## src/rtl/led_seq_pkg.sv

```systemverilog
// -----------------------------------------------------------------------------
// led_seq_pkg
//   Shared definitions for the LED sequencer: mode and FSM state encodings,
//   LED drive patterns, the pause length multiplier, and a helper that maps a
//   (state, mode) pair to the LED pattern driven in that state.
// -----------------------------------------------------------------------------
package led_seq_pkg;

    typedef enum logic [1:0] {
        MODE_SOLID = 2'd0,
        MODE_BLINK = 2'd1,
        MODE_BURST = 2'd2,
        MODE_SYNC  = 2'd3
    } led_mode_t;

    typedef enum logic [1:0] {
        ST_IDLE    = 2'd0,
        ST_RUN_ON  = 2'd1,
        ST_RUN_OFF = 2'd2,
        ST_PAUSE   = 2'd3
    } led_state_t;

    localparam logic [1:0] LED_OFF = 2'b00;
    localparam logic [1:0] LED_A   = 2'b01;
    localparam logic [1:0] LED_B   = 2'b10;
    localparam logic [1:0] LED_ALL = 2'b11;

    // PAUSE lasts this many half-periods
    localparam int unsigned PAUSE_MULT = 4;

    // LED drive for a given state under a given mode. PAUSE and IDLE are dark;
    // only BLINK lights anything during the OFF phase.
    function automatic logic [1:0] led_pattern(input led_state_t st,
                                               input led_mode_t  md);
        logic [1:0] pat;
        pat = LED_OFF;
        case (st)
            ST_RUN_ON: begin
                if (md == MODE_SOLID || md == MODE_BLINK)
                    pat = LED_A;
                else
                    pat = LED_ALL;
            end
            ST_RUN_OFF: begin
                if (md == MODE_BLINK)
                    pat = LED_B;
                else
                    pat = LED_OFF;
            end
            default: pat = LED_OFF;
        endcase
        return pat;
    endfunction

endpackage

```

## src/rtl/led_sequence_controller_tick_prescaler.sv

```systemverilog
// -----------------------------------------------------------------------------
// tick_prescaler
//   Free-running divider producing a one-cycle tick every CLK_HZ/TICK_HZ
//   clocks. The count runs 0..TICK_DIV-1 and wraps; the tick is high for the
//   whole cycle in which the count equals TICK_DIV-1. A clear restarts the
//   count at 0, so the next tick is seen TICK_DIV-1 cycles after the clearing
//   edge and consumed on the TICK_DIV-th edge.
//
// Ports
//   i_clk    : clock, rising edge
//   i_rst_n  : asynchronous active-low reset
//   i_clear  : synchronous restart of the count
//   o_tick   : registered one-cycle tick
// -----------------------------------------------------------------------------
module tick_prescaler #(
    parameter int unsigned CLK_HZ  = 50000000,
    parameter int unsigned TICK_HZ = 1000
) (
    input  logic i_clk,
    input  logic i_rst_n,
    input  logic i_clear,
    output logic o_tick
);

    localparam int unsigned TICK_DIV = CLK_HZ / TICK_HZ;
    localparam int unsigned CNT_W    = (TICK_DIV > 1) ? $clog2(TICK_DIV) : 1;
    localparam logic [CNT_W-1:0] LAST = CNT_W'(TICK_DIV - 1);

    logic [CNT_W-1:0] r_cnt;
    logic [CNT_W-1:0] w_cnt_next;
    logic             r_tick;

    always_comb begin
        w_cnt_next = r_cnt + 1'b1;
        if (i_clear || r_cnt == LAST)
            w_cnt_next = '0;
    end

    // The tick is registered from the next count so it coincides exactly with
    // the cycle in which the count sits at its last value.
    always_ff @(posedge i_clk or negedge i_rst_n) begin
        if (!i_rst_n) begin
            r_cnt  <= '0;
            r_tick <= 1'b0;
        end else begin
            r_cnt  <= w_cnt_next;
            r_tick <= (w_cnt_next == LAST);
        end
    end

    assign o_tick = r_tick;

endmodule

```

## src/rtl/led_sequence_controller.sv

```systemverilog
// -----------------------------------------------------------------------------
// led_sequence_controller
//   Drives two board LEDs through SOLID / BLINK / BURST / SYNC patterns. A
//   tick_prescaler supplies the time base; a four-state FSM
//   (IDLE, RUN_ON, RUN_OFF, PAUSE) advances on ticks. Configuration is
//   latched on an accepted start and ignored while busy.
//
// Ports
//   CLOCK_50    : system clock, rising edge
//   RESET_N     : asynchronous active-low reset
//   start       : one-cycle strobe, latch config and (re)start sequencing
//   stop        : one-cycle strobe, return to IDLE (wins over start)
//   mode        : 0 SOLID, 1 BLINK, 2 BURST, 3 SYNC
//   half_period : phase length in ticks, 0 treated as 1
//   burst_count : ON pulses per burst, 0 treated as 1
//   LED         : registered LED drive
//   busy        : registered, high whenever not IDLE
//   tick        : registered prescaler pulse
// -----------------------------------------------------------------------------
module led_sequence_controller
    import led_seq_pkg::*;
#(
    parameter int unsigned CLK_HZ  = 50000000,
    parameter int unsigned TICK_HZ = 1000,
    parameter int unsigned HP_W    = 16
) (
    input  logic            CLOCK_50,
    input  logic            RESET_N,
    input  logic            start,
    input  logic            stop,
    input  logic [1:0]      mode,
    input  logic [HP_W-1:0] half_period,
    input  logic [3:0]      burst_count,
    output logic [1:0]      LED,
    output logic            busy,
    output logic            tick
);

    // Phase counter is two bits wider than the half period so the PAUSE
    // length (4 * hp) cannot overflow even at hp = all ones.
    localparam int unsigned PC_W = HP_W + 2;

    led_state_t      r_state;
    led_state_t      w_state_next;

    led_mode_t       r_mode;
    logic [HP_W-1:0] r_hp;
    logic [3:0]      r_bc;
    logic [3:0]      r_pulse_cnt;
    logic [PC_W-1:0] r_phase_cnt;
    logic [1:0]      r_led;
    logic            r_busy;

    logic            w_restart;
    logic            w_tick;
    logic            w_phase_done;
    logic [PC_W-1:0] w_phase_len;
    led_mode_t       w_mode_eff;
    logic [1:0]      w_led_next;
    logic            w_busy_next;

    // stop takes priority, so a simultaneous start is not an accepted start
    assign w_restart = start && !stop;

    tick_prescaler #(
        .CLK_HZ  (CLK_HZ),
        .TICK_HZ (TICK_HZ)
    ) u_tick_prescaler (
        .i_clk   (CLOCK_50),
        .i_rst_n (RESET_N),
        .i_clear (w_restart),
        .o_tick  (w_tick)
    );

    // Phase length in ticks for the current state
    always_comb begin
        w_phase_len = PC_W'(r_hp);
        if (r_state == ST_PAUSE)
            w_phase_len = PC_W'(r_hp) * PC_W'(PAUSE_MULT);
    end

    assign w_phase_done = w_tick && (r_phase_cnt == w_phase_len - PC_W'(1));

    // ---------------- FSM: state register ----------------
    always_ff @(posedge CLOCK_50 or negedge RESET_N) begin
        if (!RESET_N)
            r_state <= ST_IDLE;
        else
            r_state <= w_state_next;
    end

    // ---------------- FSM: next-state logic ----------------
    always_comb begin
        w_state_next = r_state;
        if (stop) begin
            w_state_next = ST_IDLE;
        end else if (start) begin
            w_state_next = ST_RUN_ON;
        end else if (w_phase_done) begin
            case (r_state)
                ST_RUN_ON: begin
                    if (r_mode != MODE_SOLID)
                        w_state_next = ST_RUN_OFF;
                end
                ST_RUN_OFF: begin
                    if (r_mode == MODE_BURST && r_pulse_cnt >= r_bc)
                        w_state_next = ST_PAUSE;
                    else
                        w_state_next = ST_RUN_ON;
                end
                ST_PAUSE: w_state_next = ST_RUN_ON;
                default:  w_state_next = ST_IDLE;
            endcase
        end
    end

    // ---------------- FSM: output logic ----------------
    // Outputs are decoded from the next state and registered, so LED and
    // busy change on the same edge that enters the new state. On a restart
    // the freshly presented mode applies rather than the stale latched one.
    always_comb begin
        w_mode_eff  = w_restart ? led_mode_t'(mode) : r_mode;
        w_led_next  = led_pattern(w_state_next, w_mode_eff);
        w_busy_next = (w_state_next != ST_IDLE);
    end

    // ---------------- config latch, counters, output registers ----------------
    always_ff @(posedge CLOCK_50 or negedge RESET_N) begin
        if (!RESET_N) begin
            r_mode      <= MODE_SOLID;
            r_hp        <= '0;
            r_bc        <= '0;
            r_pulse_cnt <= '0;
            r_phase_cnt <= '0;
            r_led       <= LED_OFF;
            r_busy      <= 1'b0;
        end else begin
            r_led  <= w_led_next;
            r_busy <= w_busy_next;

            if (w_restart) begin
                r_mode <= led_mode_t'(mode);
                r_hp   <= (half_period == '0) ? HP_W'(1) : half_period;
                r_bc   <= (burst_count == '0) ? 4'd1 : burst_count;
            end

            // Clearing on phase_done as well keeps SOLID's endless RUN_ON
            // phase from letting the counter run away.
            if (w_restart || r_state == ST_IDLE || w_state_next != r_state || w_phase_done)
                r_phase_cnt <= '0;
            else if (w_tick)
                r_phase_cnt <= r_phase_cnt + 1'b1;

            // Pulses are counted at the end of each BURST ON phase, so by the
            // end of the following OFF phase the count equals pulses emitted.
            if (w_restart || w_state_next == ST_IDLE)
                r_pulse_cnt <= '0;
            else if (r_state == ST_PAUSE && w_state_next == ST_RUN_ON)
                r_pulse_cnt <= '0;
            else if (r_state == ST_RUN_ON && w_state_next == ST_RUN_OFF && r_mode == MODE_BURST)
                r_pulse_cnt <= r_pulse_cnt + 1'b1;
        end
    end

    assign LED  = r_led;
    assign busy = r_busy;
    assign tick = w_tick;

endmodule

```

## config.mk

```make
export PLATFORM = sky130hd
export DESIGN_NAME = led_sequence_controller
export DESIGN_NICKNAME = d
export VERILOG_FILES = /design/src/rtl/led_seq_pkg.sv /design/src/rtl/led_sequence_controller_tick_prescaler.sv /design/src/rtl/led_sequence_controller.sv
export SDC_FILE = /design/constraint.sdc
export NUM_CORES = 1
export LEC_CHECK = 0
export CAP_MARGIN = 10
export CORE_UTILIZATION = 35
export DETAILED_ROUTE_END_ITERATION = 7
export SYNTH_ARGS = -nofsm -noshare
export SYNTH_HDL_FRONTEND = slang
export SYNTH_HIERARCHICAL = 1
export SYNTH_SLANG_ARGS = --single-unit
```

## constraint.sdc

```tcl
create_clock -name CLOCK_50 -period 10.9 [get_ports CLOCK_50]
set_clock_uncertainty 0.05 [all_clocks]
set_input_delay 1.09 -clock CLOCK_50 [delete_from_list [all_inputs] [get_ports CLOCK_50]]
set_output_delay 1.09 -clock CLOCK_50 [all_outputs]
set_load 0.005 [all_outputs]
```

Word-level counts from Yosys, hierarchy flattened

Cells that the tools add are included.

Output and inout bits: 4
Bits in registers: 66
Bits of input ports: 26

Add/subtract/negate cells: 4
Multiplexer cells: 19
Reduce and logical (&&, ||, !) cells: 22
Equal/unequal tests: 11
Order comparisons: 1

Operator list:

| operator              | number |
|---|---|
| $mux 18               | 3 |
| $eq 16x16->1 const B  | 2 |
| $mux 16               | 2 |
| $add 18x1->18 const B | 1 |
| $eq 18x18->1          | 1 |
| $sub 18x1->18 const B | 1 |
| $add 16x1->16 const B | 1 |
| $logic_not 16->1      | 1 |
| $mux 2                | 8 |
| $mux 4                | 4 |
| $eq 2x2->1 const B    | 4 |
| $eq 2x1->1 const B    | 3 |
| $logic_and 1x1->1     | 6 |
| $logic_not 2->1       | 3 |
| $logic_or 1x1->1      | 6 |
| $pmux 2 s3            | 1 |
| $reduce_bool 2->1     | 3 |
| $add 4x1->4 const B   | 1 |
| $ge 4x4->1            | 1 |
| $logic_not 4->1       | 1 |
| $pmux 2 s2            | 1 |
| $reduce_bool 3->1     | 1 |
| $ne 2x2->1            | 1 |
| $logic_not 1->1       | 1 |

Logic depth before layout (Yosys ltp)

Gate-level depths: netlist (run 1).

Depth in word-level cells: 14
Gate-level depth with buffers: 19

Cells and area by module

Netlist (run 1), hierarchy kept.

By module, submodules not included:

| module                  | times used | cells each | area an instance (um^2) |
|---|---|---|---|
| led_sequence_controller | 1          | 374        | 3450.8 |
| tick_prescaler          | 1          | 101        | 969.7 |

Least setup slack after synthesis (run 1)

No wires, ideal clock.

Path kind: reg-to-reg
Start point: reg r_state[0]
End point: reg r_pulse_cnt[3]
Slack: 6968 ps
Library setup time: 119 ps
Required time: 10731 ps
Data arrival time: 3763 ps
Stages on the path, launching flop included: 19
Path through: dfrtp_1 > buf_2 > nand2_2 > buf_2 > nand2_1 > ha_1 > or3b_1 > nor4_1 > xnor2_1 > a2111oi_2 > nand3b_1 > nor4b_2 > a221o_1 > ha_1 > nand2_1 > nor3_1 > nand4_1 > xor2_1 > nor2_1

Longest elaborated chain between the ends: 12
Elaborated cells between the ends (all ways): 22
Those cells by class: add/sub (1); eq/ne (6); mux (8); reduce/logical (7)

Ends and longest elaborated chain:

| element                                     | line                                                                                          | RTL |
|---|---|---|
| from (decl)                                 | led_sequence_controller.sv:43                                                                 | `led_state_t r_state;` |
| from (signal assigned)                      | led_sequence_controller.sv:89                                                                 | `r_state <= w_state_next;` |
| $eq 2x2->1                                  | led_sequence_controller.sv:78, led_sequence_controller.sv:100, led_sequence_controller.sv:158 |  |
| $mux 18                                     | led_sequence_controller.sv:78                                                                 | `if (r_state == ST_PAUSE)` |
| $sub 18x1->18                               | led_sequence_controller.sv:82                                                                 | `assign w_phase_done = w_tick && (r_phase_cnt == w_phase_len - PC_W'(1));` |
| $eq 18x18->1                                | led_sequence_controller.sv:82                                                                 |  |
| $logic_and 1x1->1                           | led_sequence_controller.sv:82                                                                 |  |
| $mux 2                                      | led_sequence_controller.sv:99                                                                 | `end else if (w_phase_done) begin` |
| $mux 2                                      | led_sequence_controller.sv:97                                                                 | `end else if (start) begin` |
| $mux 2                                      | led_sequence_controller.sv:95                                                                 | `if (stop) begin` |
| $eq 2x1->1 or $eq 2x2->1 (tied branches)    | led_sequence_controller.sv:158, led_sequence_controller.sv:160                                |  |
| $logic_and 1x1->1 (on tied branches)        | led_sequence_controller.sv:158, led_sequence_controller.sv:160                                |  |
| $mux 4 or $logic_and 1x1->1 (tied branches) | led_sequence_controller.sv:158, led_sequence_controller.sv:160                                |  |
| $mux 4 or $reduce_bool 3->1 (tied branches) | n/a                                                                                           |  |
| to (signal assigned)                        | led_sequence_controller.sv:161                                                                | `r_pulse_cnt <= r_pulse_cnt + 1'b1;` |
| to (decl)                                   | led_sequence_controller.sv:49                                                                 | `logic [3:0] r_pulse_cnt;` |

Parallel ways exist; a longest one is shown, timed or not.
A chain may end at the register's enable or synchronous reset.

Final worst setup path (run 1)

Same ends and word-level chain as after synthesis.

==> results of run 1 <==
==> kinds of logic (layout without fill, tap and decap cells) <==
kind of cell	Yosys count	count (layout)	share of synthesized area, %
XOR/XNOR	53	53	10.5
flip-flops	66	66	37.4
AND/OR/NAND/NOR	193	193	24.5
adder cells (fa/ha/maj)	11	11	3.11
buffers and inverters	39	60	3.88
multiplexers	26	26	6.34
AO/OA/AOI/OAI	87	87	14.4
==> per-layer routing <==
layer	GRT usage, %	up-vias	wire, µm
met5	0	-	0
met2	26.8	89	4590
li1	-	1746	-
met1	21.7	1694	4500
met3	3.60	20	406
met4	7.19	0	222
==> state kept, by name, summed over array words and instances (netlist names) <==
register	count
r_phase_cnt	18
r_hp	16
u_tick_prescaler/r_cnt	16
r_bc	4
r_pulse_cnt	4
LED	2
r_mode	2
r_state	2
busy	1
u_tick_prescaler/o_tick	1
==> path summary, 6_finish.rpt <==
path | start | end
hold / removal | u_tick_prescaler/r_cnt[0]$_DFF_PN0_ | u_tick_prescaler/r_cnt[0]$_DFF_PN0_
min in group asynchronous | RESET_N | r_hp[10]$_DFFE_PN0P_
max in group asynchronous | RESET_N | r_phase_cnt[6]$_DFFE_PN0P_
hold reg to reg | u_tick_prescaler/r_cnt[0]$_DFF_PN0_ | u_tick_prescaler/r_cnt[0]$_DFF_PN0_
setup / recovery | r_state[0]$_DFF_PN0_ | r_pulse_cnt[3]$_DFFE_PN0P_
setup reg to reg | r_state[0]$_DFF_PN0_ | r_pulse_cnt[3]$_DFFE_PN0P_
==> worst max-delay path, delay by kind of cell (launching register included) <==
family,cells,cell delay [ns]
xor+xnor,2,0.28
flops,1,0.91
fa+ha+maj,2,0.41
simple gates,10,2.50
compound gates,2,0.71
==> cell usage after synthesis, types with 8 or more instances <==
cell type / number / area [µm²]
a211oi_1: 8 / 60.1
a21boi_0: 8 / 60.1
a21oi_1: 16 / 80.1
buf_2: 13 / 65.1
clkbuf_1: 10 / 37.5
dfrtp_1: 66 / 1650
ha_1: 11 / 138
inv_1: 13 / 48.8
mux2_2: 16 / 180
mux2i_1: 10 / 100
nand2_1: 23 / 86.3
nand3_1: 16 / 80.1
nand4_1: 10 / 62.6
nor2_1: 61 / 229
nor3_1: 17 / 85.1
nor4_1: 12 / 75.1
o21ai_0: 16 / 80.1
xnor2_1: 27 / 236
xor2_1: 26 / 228
==> power groups by stage <==
stage	sequential (mW)	combinational, mW	clock, mW
detailed placement	0.303	0.107	0
floorplan	0.283	0.0898	0
global route	0.304	0.121	0.309
global placement	0.301	0.106	0
CTS	0.298	0.108	0.299
finish	0.298	0.107	0.292
==> area by class of cell <==
| class | instances | area [µm²] | area share [%] |
|---|---|---|---|
| Multi-Input combinational cell | 370 | 2600 | 50.8 |
| Sequential cell | 66 | 1650 | 32.3 |
| Timing Repair Buffer | 31 | 300 | 5.87 |
| Clock buffer | 9 | 225 | 4.40 |
| Tap cell | 168 | 210 | 4.11 |
| Clock inverter | 7 | 78.8 | 1.54 |
| Inverter | 13 | 48.8 | 0.954 |
==> through the flow <==
stage	cell area [µm²]	cells	util (%)	setup WS, ns
detailed placement	4810	648	39.6	5.94
CTS	5110	664	42.1	5.92
global placement	4810	648	39.6	6.11
global route	5110	664	42.1	5.46
floorplan	4420	475	-	6.97
finish	5110	664	42.1	5.92
==> placed cells by master (no fill, tap or decap), types with 5 or more instances in the layout <==
cell type,n
mux2_2,16
and3_1,5
xor2_1,26
mux2i_1,10
o211ai_1,6
a211oi_1,8
inv_1,13
clkdlybuf4s50_1,28
nand3_1,16
dfrtp_1,66
nor3_1,17
xnor2_1,27
nand2_1,23
nand4_1,10
clkbuf_16,9
a211o_1,5
a21boi_0,8
ha_1,11
nor2_1,60
nor2b_1,6
nor4_1,12
o21ai_0,16
a21oi_1,16
==> summary.txt, run 1 <==
Status
  – Status: completed

STA
  – RSZ-0062 raised after global routing: false
  – Tightest Pin Transition: 0.873 ns
  – Rel. slew slack: 41.8%
  – # setup viols final: 0
  – F_max: 201 MHz
  – Setup_tns: 0 ns
  – Min Hold Slack: 0.480 ns
  – Final period utilization: 45.7%
  – Post-route minimum period: 4.98 ns
  – Slew Viols, Final: 0
  – Hold Vio Cnt, Final: 0

Floorplanning
  – Initial Util: 36.3%
  – Die area: 0.0131 mm²
  – Core area: 0.0122 mm²
  – Die span in x: 114 µm
  – Die Height: 114 µm
  – Num rows: 40
  – I/O Pins: 30

Detailed routing
  – Final Routed Wirelength: 9.71 mm
  – Vias: 3549
  – Drt first pass iters: 4
  – Routed Antenna Nets: 0
  – Drt via density: 5.34
  – Post-route DRC: 0
  – Initial DRC Count: 186
  – DR WL/cell: 14.6 µm

Synthesis
  – Ys flop type: dfrtp_1
  – Yosys synthesis warning count: 6
  – Number of synthesized flops with an enable pin: 0
  – Mapped Cells: 475
  – Post-Syn Area per Cell: 9.31 µm²
  – Synthesized area: 0.00442 mm²
  – Asr flop ratio synth: 100%
  – Count of cell types in the netlist: 70
  – Sequential fraction of the synthesis area: 37.4%
  – Register bit total from synthesis: 66
  – Syn_nets: 512

Clocking
  – Num CTS Buffers: 9
  – Worst skew pair latency: 0.33 ns
  – TritonCTS clock tree: done
  – Clock transition at path regs: 0.06 ns
  – Clk sink count: 66
  – Post-CTS setup buffer count: 0
  – Cts repair resizes: 0
  – CTS Buffer Depth: 2
  – CTS HTree Levels: 3
  – Clk root buf: clkbuf_16
  – Post-CTS Hold Fix Bufs: 0

Worst hold path
  – Worst Hold Class: flop to flop
  – Depth of the worst hold-timing path: 1

Global route
  – First-pass GRT wire length: 17.4 mm
  – Vias in the first global route: 3593
  – Initial antenna violation count: 0
  – GRT Resource Usage Total: 16.7%
  – Largest net degree at the start of global routing: 67
  – Grt total ovfl: 0

Power and ir drop
  – Clock power share: 41.9%
  – Sequential power share: 42.8%
  – Sw Ratio: 28.8%
  – Overall power: 698 µW
  – Gate power share: 15.4%
  – Leak: 2.02 nW
  – Maximum vdd drop: 109 µV
  – Internal Pwr Total: 497 µW
  – Psw: 201 µW
  – Pwr Density: 136 mW/mm²

Worst setup path
  – Worst r2r path cells: 16
  – Worst path slowest cell: dfrtp_1
  – Critical Path AT: 5.15 ns
  – Worst Setup Start Kind: flop
  – Crit path cell chain: nand2_2 > nand2_1 > ha_1 > or3b_1 > nor4_1 > xnor2_1 > a2111oi_2 > nand3b_1 > nor4b_2 > a221o_1 > ha_1 > nand2_1 > nor3_1 > nand4_1 > xor2_1 > nor2_1
  – Worst R2R Setup Slack: 5.92 ns
  – Critical path capture point type: flop
  – Largest stage delay on the critical path: 0.91 ns
  – Kind of critical path: flop to flop
  – WP data required: 11.07 ns
  – CP Max Fanout: 31

Place
  – Placer Congestion: 0.845
  – Buffers on Ports: 29
  – DP HPWL: 6.82 mm

Flow run
  – Max-cap viol count: 0

Final layout
  – FILL cells: 1210
  – Share of layout cells above drive strength 1: 11.5%
  – Diodes inserted: 0
  – Area delta synth->final: 15.7%
  – Final net count: 528
Note: power is estimated with default switching activity, not from simulation.
==> run 2, diff against run 1 <==
- clock period: 10.9 -> 4.9 ns (I/O delays scaled with it)
==> run 2 against run 1 <==
Count of clock-buffer cells in the layout grew 4. Wire length grew 1.4%. Cell area rose by 0.54%. Worst setup slack lost 5.3 ns. Maximum frequency rose by 18%. First-iteration DRC count rose by 4.8%. Sequential power grew 120%. Largest power group is now clock. Non-clock buffer count rose by 2. Critical path depth decreased by 1.
==> summary.txt, run 2 (same netlist as run 1, synthesis figures left out) <==
Global route
  – Grt total ovfl: 0 (unchanged)
  – Vias in the first global route: 3450 (-4.0%)
  – First-pass GRT wire length: 17.0 mm (-1.9%)
  – Initial antenna violation count: 0 (unchanged)
  – Largest net degree at the start of global routing: 67 (unchanged)
  – GRT Resource Usage Total: 16.4% (-0.28 points)

Worst hold path
  – Worst Hold Class: primary input to async pin

Floorplanning
  – Die area: 0.0131 mm² (unchanged)
  – Core area: 0.0122 mm² (unchanged)
  – Num rows: 40 (unchanged)
  – Die Height: 114 µm (unchanged)
  – Initial Util: 36.3% (unchanged)
  – Die span in x: 114 µm (unchanged)
  – I/O Pins: 30 (unchanged)

Flow run
  – Max-cap viol count: 0 (unchanged)

Place
  – Buffers on Ports: 29 (unchanged)
  – Post-placement setup slack: 0.693 ns (-5.25 ns)
  – DP HPWL: 6.82 mm (about the same)
  – Placed Area: 0.00483 mm² (+0.31%)
  – Placer Congestion: 0.818 (-3.2%)

Power and ir drop
  – Overall power: 1.58 mW (+130%)
  – Leak: 2.03 nW (+0.62%)
  – Maximum vdd drop: 191 µV (+74%)
  – Pwr Density: 306 mW/mm² (+120%)

Worst setup path
  – Crit path from: r_state[0]$_DFF_PN0_
  – Worst Setup Start Kind: flop
  – WP data required: 5.07 ns (-6.00 ns)
  – Reg2reg start: r_state[0]$_DFF_PN0_
  – Kind of critical path: flop to flop
  – CP Max Fanout: 30 (-3.2%)
  – Critical Path AT: 4.40 ns (-0.75 ns)
  – Critical path capture point type: flop

Final layout
  – Max reg flops: 18 (unchanged)
  – Largest regs: r_phase_cnt x18, r_hp x16, u_tick_prescaler/r_cnt x16
  – Diodes inserted: 0 (unchanged)
  – Final instance area: 0.00514 mm² (+0.54%)
  – Most common cell after layout, fill and taps aside: dfrtp_1
  – Most frequent cells in the layout: dfrtp_1, nor2_1, clkdlybuf4s50_1
  – Area delta synth->final: 16.3%
  – Top reg by flops: r_phase_cnt
  – Final net count: 530 (+0.38%)
  – Share of layout cells above drive strength 1: 11.6% (+0.15 points)

STA
  – Setup_tns: 0 ns (unchanged)
  – F_max: 236 MHz (+18%)
  – PnR worst setup slack: 0.669 ns (-5.25 ns)
  – Tightest Pin Transition: 0.848 ns (-0.0251 ns)
  – Final period utilization: 86.4% (+41 points)
  – Rel. slew slack: 43.4% (+1.7 points)
  – # setup viols final: 0 (unchanged)
  – Hold Vio Cnt, Final: 0 (unchanged)
  – RSZ-0062 raised after global routing: false
  – Post-route minimum period: 4.23 ns (-0.748 ns)
  – Slew Viols, Final: 0 (unchanged)

Status
  – Status: completed

Detailed routing
  – Final Routed Wirelength: 9.85 mm (+1.4%)
  – DR WL/cell: 14.8 µm (+1.1%)
  – Drt first pass iters: 4 (unchanged)
  – Routed Antenna Nets: 0 (unchanged)
  – Post-route DRC: 0 (unchanged)
  – Vias: 3513 (-1.0%)
  – Drt via density: 5.27 (-1.3%)
  – Initial DRC Count: 195 (+4.8%)

Clocking
  – Post-CTS Hold Fix Bufs: 0 (unchanged)
  – Num CTS Buffers: 9 (unchanged)
  – CTS HTree Levels: 3 (unchanged)
  – Clk sink count: 66 (unchanged)
  – TritonCTS clock tree: done
  – Clk root buf: clkbuf_16
  – Cts repair resizes: 0 (unchanged)
  – Worst skew pair latency: 0.33 ns (about the same)
  – Post-CTS setup buffer count: 0 (unchanged)
  – Clock transition at path regs: 0.05 ns (about the same)
  – CTS Buffer Depth: 2 (unchanged)
run 2: path summary, 6_finish.rpt:
check                                                      end  slack [ns]  cells past startpoint
setup / recovery                    r_pulse_cnt[3]$_DFFE_PN0P_        0.67                     15
hold / removal                            r_hp[15]$_DFFE_PN0P_        0.30                      2
setup reg to reg                    r_pulse_cnt[3]$_DFFE_PN0P_        0.67                     15
hold reg to reg            u_tick_prescaler/r_cnt[0]$_DFF_PN0_        0.48                      1
max in group asynchronous  u_tick_prescaler/r_cnt[5]$_DFF_PN0_        3.95                      2
min in group CLOCK_50      u_tick_prescaler/r_cnt[0]$_DFF_PN0_        0.48                      1
run 2: where the power goes:
group	internal, mW	total [mW]	switching (mW)
sequential	0.586	0.659	0.0738
combinational	0.122	0.244	0.121
clock	0.436	0.672	0.236
total	1.14	1.58	0.431
run 2: worst max-delay path, stage by stage (launching register included):
cell and delay (ns):
dfrtp_1 0.36, buf_4 0.31, and2_1 0.51, a32oi_1 0.20
xor2_1 0.21, nand4_1 0.20, a2111oi_4 0.44, nand3b_1 0.14
nor4b_2 0.40, a221o_1 0.26, ha_1 0.19, nand2_1 0.06
nor3_1 0.41, nand4_1 0.17, xor2_1 0.15, nor2_1 0.05
run 2: per-stage QoR:
| stage | utilization [%] | hold slack [ns] | std cells |
|---|---|---|---|
| after floorplan | - | 0.144 | 475 |
| after global placement | 39.7 | 0.461 | 650 |
| after detailed placement | 39.7 | 0.476 | 650 |
| after CTS | 42.3 | 0.344 | 666 |
| after global routing | 42.3 | 0.383 | 666 |
| final | 42.3 | 0.298 | 666 |
run 2: metal layers:
metal  global-route usage (%)  part of all wire [%]
met4                     5.63                   1.3
met5                        0                     0
met1                     21.5                    48
met3                     3.49                   3.3
met2                     26.9                    48
run 2: final cells by class:
class                      instances  area [µm²]
inverter                          13        48.8
clock inverter                     3        46.3
timing repair buffer              33         315
fill                            1196        7020
sequential                        66        1650
tap                              168         210
multi-input combinational        370        2600
clock buffer                      13         270
==> run 3, diff against run 2 <==
- CORE_UTILIZATION: 35 -> 45
- MAX_ROUTING_LAYER: not set -> met4
==> run 3 against run 2 <==
First-iteration DRC count shrank 9.2%. Total power shrank 8.2%. Largest power group is now registers. Critical path depth is the same. Combinational power is essentially flat.
==> summary.txt, run 3 (same netlist as run 1, synthesis figures left out) <==
Global route
  – Grt total ovfl: 0 (unchanged)
  – Largest net degree at the start of global routing: 67 (unchanged)
  – GRT Resource Usage Total: 21.9% (+5.5 points)
  – First-pass GRT wire length: 17.1 mm (+0.37%)
  – Initial antenna violation count: 0 (unchanged)
  – Vias in the first global route: 3481 (+0.90%)

Flow run
  – Max-cap viol count: 0 (unchanged)

STA
  – Hold Vio Cnt, Final: 0 (unchanged)
  – Setup_tns: 0 ns (unchanged)
  – Post-route minimum period: 4.28 ns (+0.0503 ns)
  – RSZ-0062 raised after global routing: false
  – Rel. slew slack: 43.9% (+0.43 points)
  – Tightest Pin Transition: 0.842 ns (-0.00641 ns)
  – F_max: 234 MHz (-1.2%)
  – Slew Viols, Final: 0 (unchanged)
  – # setup viols final: 0 (unchanged)
  – Final period utilization: 87.4% (+1.0 points)

Clocking
  – Clock transition at path regs: 0.08 ns (+0.03 ns)
  – Worst skew pair latency: 0.35 ns (+0.02 ns)
  – Clk root buf: clkbuf_8
  – CTS Buffer Depth: 2 (unchanged)
  – Post-CTS Hold Fix Bufs: 0 (unchanged)
  – TritonCTS clock tree: done
  – Post-CTS setup buffer count: 0 (unchanged)
  – Clk sink count: 66 (unchanged)
  – Num CTS Buffers: 9 (unchanged)
  – CTS HTree Levels: 3 (unchanged)
  – Cts repair resizes: 0 (unchanged)

Floorplanning
  – Initial Util: 47.2% (+11 points)
  – Die Height: 101 µm (-12%)
  – Die area: 0.0102 mm² (-22%)
  – Num rows: 35 (-13%)
  – Core area: 0.00937 mm² (-23%)
  – Die span in x: 101 µm (-12%)
  – I/O Pins: 30 (unchanged)

Worst hold path
  – Worst Hold Class: primary input to async pin

Final layout
  – Area delta synth->final: 13.6%
  – Largest regs: r_phase_cnt x18, r_hp x16, u_tick_prescaler/r_cnt x16
  – Diodes inserted: 0 (unchanged)
  – FILL cells: 877 (-27%)
  – Final net count: 531 (+0.19%)
  – Share of layout cells above drive strength 1: 12.0% (+0.38 points)
  – Max reg flops: 18 (unchanged)
  – Most frequent cells in the layout: dfrtp_1, nor2_1, clkdlybuf4s50_1
  – Cell Count, Final, Fillers Out: 628 (-5.7%)
  – Final instance area: 0.00502 mm² (-2.3%)
  – Most common cell after layout, fill and taps aside: dfrtp_1
  – Top reg by flops: r_phase_cnt

Worst setup path
  – Reg2reg start: r_state[1]$_DFF_PN0_
  – Critical Path AT: 4.47 ns (+0.07 ns)
  – Worst Setup Start Kind: flop
  – Kind of critical path: flop to flop
  – Worst r2r path cells: 15 (unchanged)
  – WP data required: 5.09 ns (+0.02 ns)
  – Critical path capture point type: flop
  – CP Max Fanout: 22 (-27%)
  – Reg2reg end: r_pulse_cnt[3]$_DFFE_PN0P_
  – Worst R2R Setup Slack: 0.62 ns (-0.05 ns)

Power and ir drop
  – Psw: 411 µW (-4.6%)
  – Pwr Density: 288 mW/mm² (-6.0%)
  – Sw Ratio: 28.4% (+1.1 points)
  – Gate power share: 17.0% (+1.5 points)
  – Sequential power share: 45.7% (+3.8 points)
  – Leak: 2.00 nW (-1.4%)
  – Maximum vdd drop: 207 µV (+8.4%)
  – Internal Pwr Total: 1.03 mW (-9.5%)
  – Clock power share: 37.3% (-5.4 points)

Place
  – Placed instance count: 612 (-5.8%)
  – DP HPWL: 6.95 mm (+1.9%)
  – Buffers on Ports: 29 (unchanged)
  – Placer Congestion: 0.888 (+8.5%)
  – Placed Area: 0.00478 mm² (-0.86%)

Detailed routing
  – DR WL/cell: 15.6 µm (+5.5%)
  – Initial DRC Count: 177 (-9.2%)
  – Final Routed Wirelength: 9.79 mm (-0.56%)
  – Post-route DRC: 0 (unchanged)
  – Drt via density: 5.66 (+7.3%)
  – Drt first pass iters: 4 (unchanged)
  – Routed Antenna Nets: 0 (unchanged)
  – Vias: 3555 (+1.2%)

Status
  – Status: completed
==> run 3: cell types whose count changed in the layout (fill, tap and decap cells not counted), sizes merged <==
| cell | change |
|---|---|
| bufinv | +1 |
| buf | +1 |
| clkbuf | -1 |
==> run 3: cell type report <==
| class | count | area (µm²) | area share [%] |
|---|---|---|---|
| clock buffers | 12 | 165 | 3.29 |
| well taps | 129 | 161 | 3.21 |
| repair buffers | 34 | 323 | 6.43 |
| flip-flops and latches | 66 | 1650 | 32.9 |
| inverters | 13 | 48.8 | 0.972 |
| clock inverters | 4 | 72.6 | 1.44 |
| multi-input cells | 370 | 2600 | 51.8 |
==> run 3: critical path: stages, from the launching register on <==
cell and delay [ns]:
dfrtp_1 0.49, buf_4 0.29, and2_1 0.50, nor2_1 0.09, and4bb_2 0.32, nand4_1 0.15
a2111oi_4 0.44, nand3b_1 0.17, nor4b_2 0.37, a221o_1 0.26, ha_1 0.20, nand2_1 0.06
nor3_1 0.41, nand4_1 0.17, xor2_1 0.15, nor2_1 0.05
==> run 3: how the worst max path moves through the flow <==
stage | start | to | cells after the start
2_1_floorplan | r_state[0]$_DFF_PN0_ | r_pulse_cnt[3]$_DFFE_PN0P_ | 18
3_3_place_gp | r_state[1]$_DFF_PN0_ | r_pulse_cnt[3]$_DFFE_PN0P_ | 15
3_5_place_dp | r_state[1]$_DFF_PN0_ | r_pulse_cnt[3]$_DFFE_PN0P_ | 15
4_1_cts | r_state[1]$_DFF_PN0_ | r_pulse_cnt[3]$_DFFE_PN0P_ | 15
5_1_grt | r_state[1]$_DFF_PN0_ | r_pulse_cnt[2]$_DFFE_PN0P_ | 15
6_report | r_state[1]$_DFF_PN0_ | r_pulse_cnt[3]$_DFFE_PN0P_ | 15
==> run 3: per-layer routing <==
metal	share of wire (%)	GRT usage, %	vias up
li1	-	-	1744
met1	48	28.1	1742
met2	48	34.9	57
met3	2.7	3.68	12
met4	1.5	7.69	0
met5	0	-	-
==> run 3: per-stage QoR <==
stage / power [mW] / hold slack, ns / setup WS (ns) / utilization [%]
2_1_floorplan: 0.830 / 0.144 / 0.968 / -
3_3_place_gp: 0.912 / 0.466 / 0.765 / 51.1
3_5_place_dp: 0.915 / 0.471 / 0.623 / 51.1
4_1_cts: 1.46 / 0.328 / 0.633 / 53.6
5_1_grt: 1.53 / 0.367 / 0.248 / 53.6
6_report: 1.45 / 0.271 / 0.618 / 53.6
==> run 3: power by group through the flow <==
stage	clock network, mW	registers (mW)	logic [mW]
floorplan	0	0.630	0.200
global placement	0	0.670	0.242
detailed placement	0	0.669	0.246
CTS	0.552	0.659	0.247
global route	0.577	0.669	0.279
finish	0.540	0.660	0.246
